File: config.mk
export PLATFORM = sky130hd
export DESIGN_NAME = if_prefetch_stage
export DESIGN_NICKNAME = d
export VERILOG_FILES = /design/src/rtl/if_prefetch_stage_pkg.sv /design/src/rtl/if_prefetch_fifo.sv /design/src/rtl/if_prefetch_stage.sv
export SDC_FILE = /design/constraint.sdc
export NUM_CORES = 1
export LEC_CHECK = 0
export ABC_AREA = 1
export BUFFER_PORTS_ARGS = -buffer_cell sky130_fd_sc_hd__buf_2
export CAP_MARGIN = 20
export CORE_ASPECT_RATIO = 1.75
export CORE_MARGIN = 2
export CORE_UTILIZATION = 50
export DETAILED_ROUTE_END_ITERATION = 8
export PLACE_DENSITY = 0.78
export SETUP_SLACK_MARGIN = 0.15
export SLEW_MARGIN = 15
export SYNTH_ARGS = -nofsm -noshare
export SYNTH_HDL_FRONTEND = slang
export SYNTH_SLANG_ARGS = --single-unit
File: constraint.sdc
create_clock -name clk -period 8.4 [get_ports clk]
set_input_delay 2.52 -clock clk [delete_from_list [all_inputs] [get_ports clk]]
set_output_delay 2.52 -clock clk [all_outputs]
set_load 0.03 [all_outputs]
File: src/rtl/if_prefetch_stage_pkg.sv
// Shared constants for the instruction-fetch prefetch stage.
package if_prefetch_stage_pkg;

    localparam int          IF_DATA_WIDTH           = 32;
    localparam int          IF_MEM_ADDR_INSTR_WIDTH = 16;
    // addi x0, x0, 0
    localparam logic [31:0] IF_NOP_INSTR            = 32'h0000_0013;
    localparam int          IF_PC_INC               = 4;

endpackage

File: src/rtl/if_prefetch_fifo.sv
// Prefetch queue: synchronous FIFO holding {pc, instruction} pairs, head visible
// combinationally. Clear wins over push/pop; push on full and pop on empty are ignored.
module if_prefetch_fifo
    import if_prefetch_stage_pkg::*;
#(
    parameter int WIDTH = 2 * IF_DATA_WIDTH,
    parameter int DEPTH = 4
) (
    input  logic                       clk,
    input  logic                       rst,
    input  logic                       push_i,
    input  logic                       pop_i,
    input  logic                       clear_i,
    input  logic [WIDTH-1:0]           data_i,
    output logic [WIDTH-1:0]           data_o,
    output logic                       empty_o,
    output logic                       full_o,
    output logic [$clog2(DEPTH+1)-1:0] count_o
);

    localparam int PW = $clog2(DEPTH);
    localparam int CW = $clog2(DEPTH + 1);

    logic [WIDTH-1:0] mem_q [DEPTH];
    logic [PW-1:0]    wptr_q, wptr_d;
    logic [PW-1:0]    rptr_q, rptr_d;
    logic [CW-1:0]    count_q, count_d;
    logic             push_ok, pop_ok;

    assign empty_o = (count_q == '0);
    assign full_o  = (32'(count_q) == DEPTH);
    assign count_o = count_q;
    assign data_o  = mem_q[rptr_q];
    assign push_ok = push_i && !full_o && !clear_i;
    assign pop_ok  = pop_i && !empty_o && !clear_i;

    // Next pointer/occupancy; pointers wrap naturally because DEPTH is a power of two.
    always_comb begin
        wptr_d  = wptr_q;
        rptr_d  = rptr_q;
        count_d = count_q;
        if (clear_i) begin
            wptr_d  = '0;
            rptr_d  = '0;
            count_d = '0;
        end else begin
            if (push_ok) wptr_d = wptr_q + PW'(1);
            if (pop_ok)  rptr_d = rptr_q + PW'(1);
            case ({push_ok, pop_ok})
                2'b10:   count_d = count_q + CW'(1);
                2'b01:   count_d = count_q - CW'(1);
                default: count_d = count_q;
            endcase
        end
    end

    // Control state is reset; storage is not, since empty masks it.
    always_ff @(posedge clk) begin
        if (rst) begin
            wptr_q  <= '0;
            rptr_q  <= '0;
            count_q <= '0;
        end else begin
            wptr_q  <= wptr_d;
            rptr_q  <= rptr_d;
            count_q <= count_d;
        end
    end

    // Entry storage.
    always_ff @(posedge clk) begin
        if (push_ok) mem_q[wptr_q] <= data_i;
    end

endmodule

File: src/rtl/if_prefetch_stage.sv
// Instruction-fetch stage: issues pipelined req/gnt fetches under a credit rule,
// queues in-order responses with their PC, and hands one instruction per cycle to
// decode. A branch/jump flushes the queue and discards responses still in flight.
module if_prefetch_stage
    import if_prefetch_stage_pkg::*;
#(
    parameter int                    DATA_WIDTH      = IF_DATA_WIDTH,
    parameter int                    ADDR_WIDTH      = IF_MEM_ADDR_INSTR_WIDTH,
    parameter int                    FIFO_DEPTH      = 4,
    parameter int                    MAX_OUTSTANDING = 2,
    parameter logic [DATA_WIDTH-1:0] RESET_PC        = '0,
    parameter logic [DATA_WIDTH-1:0] NOP_INSTR       = DATA_WIDTH'(IF_NOP_INSTR)
) (
    input  logic                            clk,
    input  logic                            rst,
    input  logic                            brj_i,
    input  logic [DATA_WIDTH-1:0]           brj_pc_i,
    input  logic                            stall_i,
    output logic                            imem_req_o,
    output logic [ADDR_WIDTH-1:0]           imem_addr_o,
    input  logic                            imem_gnt_i,
    input  logic                            imem_rvalid_i,
    input  logic [DATA_WIDTH-1:0]           imem_rdata_i,
    output logic                            d_valid_o,
    output logic [DATA_WIDTH-1:0]           d_instruction_o,
    output logic [DATA_WIDTH-1:0]           d_pc_o,
    output logic [DATA_WIDTH-1:0]           d_pc4_o,
    output logic [$clog2(FIFO_DEPTH+1)-1:0] fifo_count_o
);

    localparam int                    OW      = $clog2(MAX_OUTSTANDING + 1);
    localparam int                    CW      = $clog2(FIFO_DEPTH + 1);
    localparam logic [DATA_WIDTH-1:0] PC_STEP = DATA_WIDTH'(IF_PC_INC);

    logic [DATA_WIDTH-1:0]   fetch_pc_q, fetch_pc_d;
    logic [DATA_WIDTH-1:0]   resp_pc_q, resp_pc_d;
    logic [OW-1:0]           outstanding_q, outstanding_d;
    logic [OW-1:0]           discard_q, discard_d;
    logic                    issue, rsp_take, rsp_drop;
    logic                    fifo_push, fifo_pop, fifo_empty, fifo_full;
    logic [CW-1:0]           fifo_count;
    logic [2*DATA_WIDTH-1:0] fifo_head;
    logic [DATA_WIDTH-1:0]   head_pc, head_instr;

    // Credit rule: queued plus in-flight never exceeds the queue depth, so a
    // response always has a slot waiting for it.
    assign imem_req_o  = !rst && !brj_i
                         && (32'(outstanding_q) < MAX_OUTSTANDING)
                         && (32'(fifo_count) + 32'(outstanding_q) < FIFO_DEPTH);
    assign imem_addr_o = fetch_pc_q[ADDR_WIDTH-1:0];
    assign issue       = imem_req_o && imem_gnt_i;

    // An rvalid with nothing outstanding is a protocol violation and is ignored.
    assign rsp_take    = imem_rvalid_i && (outstanding_q != '0);
    assign rsp_drop    = rsp_take && (discard_q != '0);
    assign fifo_push   = rsp_take && !rsp_drop && !brj_i && !fifo_full;
    assign fifo_pop    = d_valid_o && !stall_i;

    assign head_pc         = fifo_head[2*DATA_WIDTH-1:DATA_WIDTH];
    assign head_instr      = fifo_head[DATA_WIDTH-1:0];
    assign d_valid_o       = !fifo_empty && !brj_i;
    assign d_instruction_o = d_valid_o ? head_instr : NOP_INSTR;
    assign d_pc_o          = d_valid_o ? head_pc : '0;
    assign d_pc4_o         = d_valid_o ? head_pc + PC_STEP : '0;
    assign fifo_count_o    = fifo_count;

    if_prefetch_fifo #(
        .WIDTH (2 * DATA_WIDTH),
        .DEPTH (FIFO_DEPTH)
    ) u_fifo (
        .clk     (clk),
        .rst     (rst),
        .push_i  (fifo_push),
        .pop_i   (fifo_pop),
        .clear_i (brj_i),
        .data_i  ({resp_pc_q, imem_rdata_i}),
        .data_o  (fifo_head),
        .empty_o (fifo_empty),
        .full_o  (fifo_full),
        .count_o (fifo_count)
    );

    // Next-state for fetch/response PCs and the in-flight/discard counters.
    always_comb begin
        fetch_pc_d    = fetch_pc_q;
        resp_pc_d     = resp_pc_q;
        outstanding_d = outstanding_q;
        discard_d     = discard_q;

        case ({issue, rsp_take})
            2'b10:   outstanding_d = outstanding_q + OW'(1);
            2'b01:   outstanding_d = outstanding_q - OW'(1);
            default: outstanding_d = outstanding_q;
        endcase

        if (brj_i) begin
            fetch_pc_d = brj_pc_i;
            resp_pc_d  = brj_pc_i;
            // Every request still in flight after this edge belongs to the old
            // path; a response retiring this cycle (kept or already marked for
            // dropping) leaves one fewer behind.
            discard_d  = outstanding_q - OW'(rsp_take);
        end else begin
            if (issue)     fetch_pc_d = fetch_pc_q + PC_STEP;
            if (fifo_push) resp_pc_d  = resp_pc_q + PC_STEP;
            if (rsp_drop)  discard_d  = discard_q - OW'(1);
        end
    end

    // Fetch-side state registers.
    always_ff @(posedge clk) begin
        if (rst) begin
            fetch_pc_q    <= RESET_PC;
            resp_pc_q     <= RESET_PC;
            outstanding_q <= '0;
            discard_q     <= '0;
        end else begin
            fetch_pc_q    <= fetch_pc_d;
            resp_pc_q     <= resp_pc_d;
            outstanding_q <= outstanding_d;
            discard_q     <= discard_d;
        end
    end

endmodule

==> results.py, run 1 <==
metrics = {
    "clock_network": {
        "root_buffer": "clkbuf_16",
        "cts_setup_buffers": 0,
        "path_clk_slew_ns": 0.06,
        "tritoncts": "built",
        "clock_latency_ns": 0.56,
        "cts.hold.buffers_added": 0,
        "cts_buffers": 27,
        "htreeDepth": 1,
        "cts.sinks": 317,
        "clockBufferDepth": 3,
        "cts_resized": 0,
    },
    "timing": {
        "max-slew-margin-rel_pct": 29.43,
        "final.setup.tns_ns": 0,
        "fin_crit_sh_pct": 84.75,
        "rsz0062_at_grt": "false",
        "setup_viol": 0,
        "min_period_ns": 7.119,
        "fin_skew_ns": 0.01252,
        "fmax_mhz": 140.5,
        "final_hold_viol_count": 0,
        "drv_slew": 0,
        "worst_pin_slew_ns": 1.059,
    },
    "synthesis": {
        "synth.area.top_cells": "edfxtp_1 50%, nand2_1 12%, dfxtp_1 8.0%",
        "avgSynthCellArea_sq_um": 8.834,
        "yosys.area.top_type": "edfxtp_1",
        "synth.yosys.warnings": 0,
        "ys_seq_area_share_pct": 58.36,
        "synth-main-ff-cell": "edfxtp_1",
        "synth_cells": 1728,
        "synth.cell_area_sq_um": 15270,
        "synth_top_area_share_pct": 50.36,
        "ys_types": 50,
        "synthTopCellsByCount": "499 x nand2_1, 297 x nor2_1, 256 x edfxtp_1",
        "syn_nets": 1811,
        "ys_seq_elements": 317,
        "synthArstFlopShare_pct": 0,
        "synth-edff-count": 256,
        "synth_most_common_cell": "nand2_1",
    },
    "floorplan": {
        "die_w_um": 136.1,
        "placementRows": 84,
        "dieArea_sq_um": 32000,
        "start_util_pct": 50.79,
        "core_region_area_sq_um": 30060,
        "ios": 187,
        "die_h_um": 235.2,
    },
    "power_and_ir_drop": {
        "p_per_area_nw_per_um2": 184.2,
        "peakVddDrop_uv": 132.7,
        "p_leak_nw": 7.134,
    },
    "detailed_routing": {
        "avgViaCountPerCell": 5.490,
        "vias": 12571,
        "drc": 0,
        "drtPass1Iterations": 7,
        "wirelength_um": 40180,
        "route.detailed.wl_per_inst_um": 17.55,
        "drt_iter0_drc": 819,
        "detail-route-antenna-nets": 0,
    },
    "worst_setup_path": {
        "crit_fanout": 36,
        "cp_num_buf_inv": 4,
        "critPathMaxStageDelay_ns": 0.59,
        "crit_family": "buffers and inverters",
        "arrival_ns": 4.60,
        "required_ns": 5.88,
        "criticalPathCategory": "in2out",
        "startpoint_type": "input port",
        "crit_path_top_delay_cell": "inv_2",
        "crit_chain": "buf_2 -> a31oi_2 -> inv_2 -> buf_4 -> nor2_1 -> a21oi_1 -> a21oi_1 -> buf_2",
        "worstSetupEndpointType": "output port",
    },
    "grt": {
        "grt_usage_pct": 24.52,
        "grt_pass1_wl_um": 61280,
        "grt_pass1_vias": 12014,
        "grt-ovfl-total": 0,
        "antenna_found_initial": 0,
        "grt_max_degree": 135,
    },
    "placed_design": {
        "port_buffers": 186,
        "gp_congestion": 0.9452,
        "hpwl_um": 27440,
        "place_area_sq_um": 16390,
    },
    "finish": {
        "final_area_sq_um": 17290,
        "drive_above_1_share_pct": 15.24,
        "diodes": 0,
        "fin_nets": 1965,
        "nFillCells": 2569,
        "area_growth_syn_to_layout_pct": 13.23,
    },
    "flow_run": {
        "cap_viol_max_count": 0,
    },
    "status": {
        "outcome": "finished clean",
    },
    "min_path": {
        "hold_path.class": "reg2reg",
    },
}
final timing paths:
kind	from	end	slack (ns)	cells after the start
worst min-delay path	fetch_pc_q[0]$_SDFFE_PP0P_	fetch_pc_q[0]$_SDFFE_PP0P_	0.44	2
worst min register to register	fetch_pc_q[0]$_SDFFE_PP0P_	fetch_pc_q[0]$_SDFFE_PP0P_	0.44	2
worst max-delay path	brj_i	d_pc4_o[6]	1.28	8
worst max register to register	outstanding_q[1]$_SDFFE_PP0P_	u_fifo.mem_q[0][1]$_DFFE_PP_	5.44	5
cell type report:
cell class	count	area, sq um	share of cell area, %
clock buffers	41	788.3	4.560
clock inverters	9	107.6	0.6225
inverters	120	457.9	2.649
multi-input cells	1217	5505	31.85
flip-flops and latches	317	8914	51.57
well taps	387	484.2	2.801
repair buffers	199	1028	5.950
registers in the layout (all words and copies together), names as in the netlist, named ones only:
| signal | flops |
|---|---|
| discard_q | 2 |
| fetch_pc_q | 16 |
| outstanding_q | 2 |
| resp_pc_q | 32 |
| u_fifo.count_o | 3 |
| u_fifo.mem_q | 256 |
| u_fifo.rptr_q | 2 |
| u_fifo.wptr_q | 2 |
worst min-delay path, cell delays in order (launching register included):
cell	delay, ns
dfxtp_1	0.32
nand2_1	0.05
nand2_1	0.04
per-stage QoR:
step | instances | util (%) | setup WS, ns | hold WS, ns | power [W]
final | 2290 | 57.50 | 1.281 | 0.4437 | 0.003184
after global routing | 2290 | 57.50 | 1.124 | 0.4749 | 0.003281
after CTS | 2290 | 57.50 | 1.288 | 0.4477 | 0.003194
after detailed placement | 2240 | 54.52 | 1.292 | 0.4320 | 0.001959
after global placement | 2240 | 54.52 | 1.341 | 0.4295 | 0.001953
after floorplan | 1728 | - | 1.503 | 0.4365 | 0.001888
cell families (layout without fill, tap and decap cells):
group | count (synthesis) | count (layout) | synth area share (%)
and+or+nand+nor | 951 | 951 | 25.28
DFF | 317 | 317 | 58.36
AOI/OAI and AO/OA | 228 | 228 | 8.040
buffers and inverters | 194 | 369 | 5.778
xor gates and xnor gates | 25 | 25 | 1.434
adders and majority gates | 13 | 13 | 1.115
routing by layer:
layer | share of wire, % | vias up | wire length [um] | track usage (%)
li1 | - | 6024 | - | -
met1 | 36 | 5865 | 14380 | 26.84
met2 | 52 | 564 | 20790 | 44.39
met3 | 7.3 | 118 | 2924 | 3.575
met4 | 5.2 | 0 | 2087 | 13.83
met5 | 0 | - | 0 | 0
layout by cell type, fill, tap and decap left out, types with 3 or more instances in the layout:
cell and instances:
a21oi_1 73, o21ai_0 115, nor2_4 6, a31oi_1 17, ha_1 12, edfxtp_1 256, buf_2 186, inv_6 3
o311ai_0 3, nor3_1 12, inv_2 6, nor2_1 293, nand2_1 499, nand4_1 9, clkbuf_16 27, buf_4 13
nand2_2 12, o211ai_1 5, nor2_2 13, dfxtp_1 59, or2_2 4, xor2_1 21, clkbuf_1 8, clkbuf_8 6
inv_1 112, xnor2_1 4, nand3_1 95
power by group:
part	switching (W)	leakage [nW]	internal, W	total [W]
combinational	0.000119	3.89	0.0000534	0.000172
sequential	0.0000309	2.82	0.00172	0.00175
clock	0.000545	0.433	0.000712	0.00126
Note: power is estimated with default switching activity, not from simulation.
==> run 2: changes to the inputs <==
--- a/config.mk
+++ b/config.mk
@@ -12,7 +12,7 @@
 export CORE_MARGIN = 2
 export CORE_UTILIZATION = 50
 export DETAILED_ROUTE_END_ITERATION = 8
-export PLACE_DENSITY = 0.78
+export PLACE_DENSITY = 0.81
 export SETUP_SLACK_MARGIN = 0.15
 export SLEW_MARGIN = 15
 export SYNTH_ARGS = -nofsm -noshare
==> constraint.sdc (replaced) <==
create_clock -name clk -period 6.43 [get_ports clk]
set_input_delay 1.929 -clock clk [delete_from_list [all_inputs] [get_ports clk]]
set_output_delay 1.929 -clock clk [all_outputs]
set_load 0.03 [all_outputs]
==> run 2 against run 1 <==
The run now ends with design-rule violations left. Global-route usage up 0.074 points. Die area unchanged. Non-clock buffer count up 3. Sequential share of layout area down 0.056 points. Clock skew down 0.0041 ns. Critical endpoint is now d_pc4_o[26]. Largest cell class unchanged.
==> results.py, run 2 (synthesized netlist as in run 1, its figures left out) <==
metrics = {
    "status": {
        "outcome": "finished with violations",
        "failed_checks": "design-rule violations",
    },
    "finish": {
        "diodes": 0,
        "reg_top3": "u_fifo.mem_q: 256 flops, resp_pc_q: 32 flops, fetch_pc_q: 16 flops",
        "fin_nets": 1969,
        "fin_cells": 2294,
        "area_growth_syn_to_layout_pct": 13.35,
        "nFillCells": 2550,
        "final_area_sq_um": 17300,
        "largest_reg_flops": 256,
        "regMostFlops": "u_fifo.mem_q",
        "drive_above_1_share_pct": 15.36,
        "layout_common_cells": "499 x nand2_1, 293 x nor2_1, 256 x edfxtp_1, 186 x buf_2, 115 x o21ai_0",
        "layout_commonest_cell": "nand2_1",
    },
    "timing": {
        "drv_slew": 0,
        "fin_skew_ns": 0.008404,
        "final.setup.tns_ns": 0,
        "fin_crit_sh_pct": 90.54,
        "rsz0062_at_grt": "false",
        "setup_viol": 0,
        "final_hold_viol_count": 0,
        "fmax_mhz": 171.8,
        "max-slew-margin-rel_pct": 26.94,
        "min_period_ns": 5.822,
        "worst_pin_slew_ns": 1.096,
    },
    "worst_setup_path": {
        "crit_path_top_delay_cell": "buf_4",
        "arrival_ns": 3.89,
        "cp_num_buf_inv": 4,
        "critPathMaxStageDelay_ns": 0.87,
        "crit_chain": "buf_4 -> nand2_1 -> nand3_1 -> nand2_1 -> nor2_1 -> nand2_1 -> nor2_4 -> inv_2 -> nor2_2 -> nand3_1 -> nand2_1 -> inv_1 -> buf_2",
        "criticalPathCategory": "reg2out",
        "cpMostUsedCell": "nand2_1",
        "worstSetupEndpointType": "output port",
        "crit_fanout": 98,
        "r2r_setup_slack_ns": 3.48,
        "startpoint_type": "register",
        "crit_family": "simple AND/OR/NAND/NOR gates",
        "required_ns": 4.50,
    },
    "clock_network": {
        "htreeDepth": 1,
        "cts_resized": 0,
        "cts.sinks": 317,
        "cts.hold.buffers_added": 0,
        "clockBufferDepth": 3,
        "root_buffer": "clkbuf_16",
        "path_clk_slew_ns": 0.07,
        "cts_buffers": 28,
        "clock_latency_ns": 0.55,
        "tritoncts": "built",
        "cts_setup_buffers": 0,
    },
    "detailed_routing": {
        "drt_iter0_drc": 979,
        "wirelength_um": 40400,
        "drc": 1,
        "avgViaCountPerCell": 5.471,
        "detail-route-antenna-nets": 0,
        "vias": 12551,
        "route.detailed.wl_per_inst_um": 17.61,
        "drtPass1Iterations": 7,
    },
    "placed_design": {
        "port_buffers": 186,
        "dp.cells": 2243,
        "gp_congestion": 0.9393,
        "place_area_sq_um": 16420,
        "hpwl_um": 27750,
    },
    "grt": {
        "grt_pass1_vias": 11985,
        "grt-ovfl-total": 0,
        "grt_max_degree": 135,
        "grt_usage_pct": 24.59,
        "grt_pass1_wl_um": 61500,
        "antenna_found_initial": 0,
    },
    "flow_run": {
        "cap_viol_max_count": 0,
    },
    "floorplan": {
        "start_util_pct": 50.79,
        "placementRows": 84,
        "die_w_um": 136.1,
        "ios": 187,
        "die_h_um": 235.2,
        "core_region_area_sq_um": 30060,
        "dieArea_sq_um": 32000,
    },
    "min_path": {
        "hold_path.class": "reg2reg",
    },
    "power_and_ir_drop": {
        "peakVddDrop_uv": 216.4,
        "p_per_area_nw_per_um2": 238.5,
        "p_leak_nw": 7.154,
    },
}
## run 2: cell count changes in the layout (fill, tap and decap cells not counted), moves of 2 or more
cell,before,now
buf_4,13,15
clkbuf_16,27,29
clkbuf_8,6,2
clkinv_2,1,5
clkinv_4,0,2
inv_6,3,0
## run 2: metrics by stage
step	utilization [%]	hold slack (ns)	total power (W)	setup slack, ns
6_report	57.57	0.4466	0.004127	0.6080
5_1_grt	57.57	0.4786	0.004261	0.3378
4_1_cts	57.57	0.4518	0.004145	0.6174
3_5_place_dp	54.64	0.4353	0.002561	1.102
3_3_place_gp	54.64	0.4291	0.002552	1.146
2_1_floorplan	-	0.4365	0.002467	0.5077
## run 2: final cells by class
type / instances / area, sq um / share of cell area, %
clock inverter: 11 / 92.59 / 0.5351
multi-input combinational: 1217 / 5505 / 31.81
sequential: 317 / 8914 / 51.51
inverter: 120 / 457.9 / 2.646
tap: 387 / 484.2 / 2.798
clock buffer: 40 / 787.0 / 4.548
timing repair buffer: 202 / 1064 / 6.146
## run 2: worst min-delay path: stages, from the launching register on
cell	delay [ns]
dfxtp_1	0.32
nand2_1	0.06
nand2_1	0.05
## run 2: layer usage
| metal | vias to the layer above | track usage (%) | routed length [um] |
|---|---|---|---|
| met5 | - | 0 | 0 |
| met4 | 0 | 12.94 | 2109 |
| met3 | 113 | 3.252 | 2932 |
| li1 | 6037 | - | - |
| met2 | 572 | 44.31 | 20780 |
| met1 | 5829 | 27.77 | 14590 |
## run 2: power by group
| part | internal [W] | switching (W) |
|---|---|---|
| registers | 0.00225 | 0.0000406 |
| clock network | 0.000895 | 0.000713 |
| logic | 0.0000709 | 0.000156 |
| total | 0.00322 | 0.000910 |
## run 2: worst paths after layout
| path | startpoint | endpoint | cells after the start |
|---|---|---|---|
| setup / recovery | register | d_pc4_o[26] | 13 |
| hold / removal | fetch_pc_q[0]$_SDFFE_PP0P_ | fetch_pc_q[0]$_SDFFE_PP0P_ | 2 |
| setup reg to reg | outstanding_q[1]$_SDFFE_PP0P_ | resp_pc_q[7]$_SDFFE_PP0N_ | 9 |
| hold reg to reg | fetch_pc_q[0]$_SDFFE_PP0P_ | fetch_pc_q[0]$_SDFFE_PP0P_ | 2 |
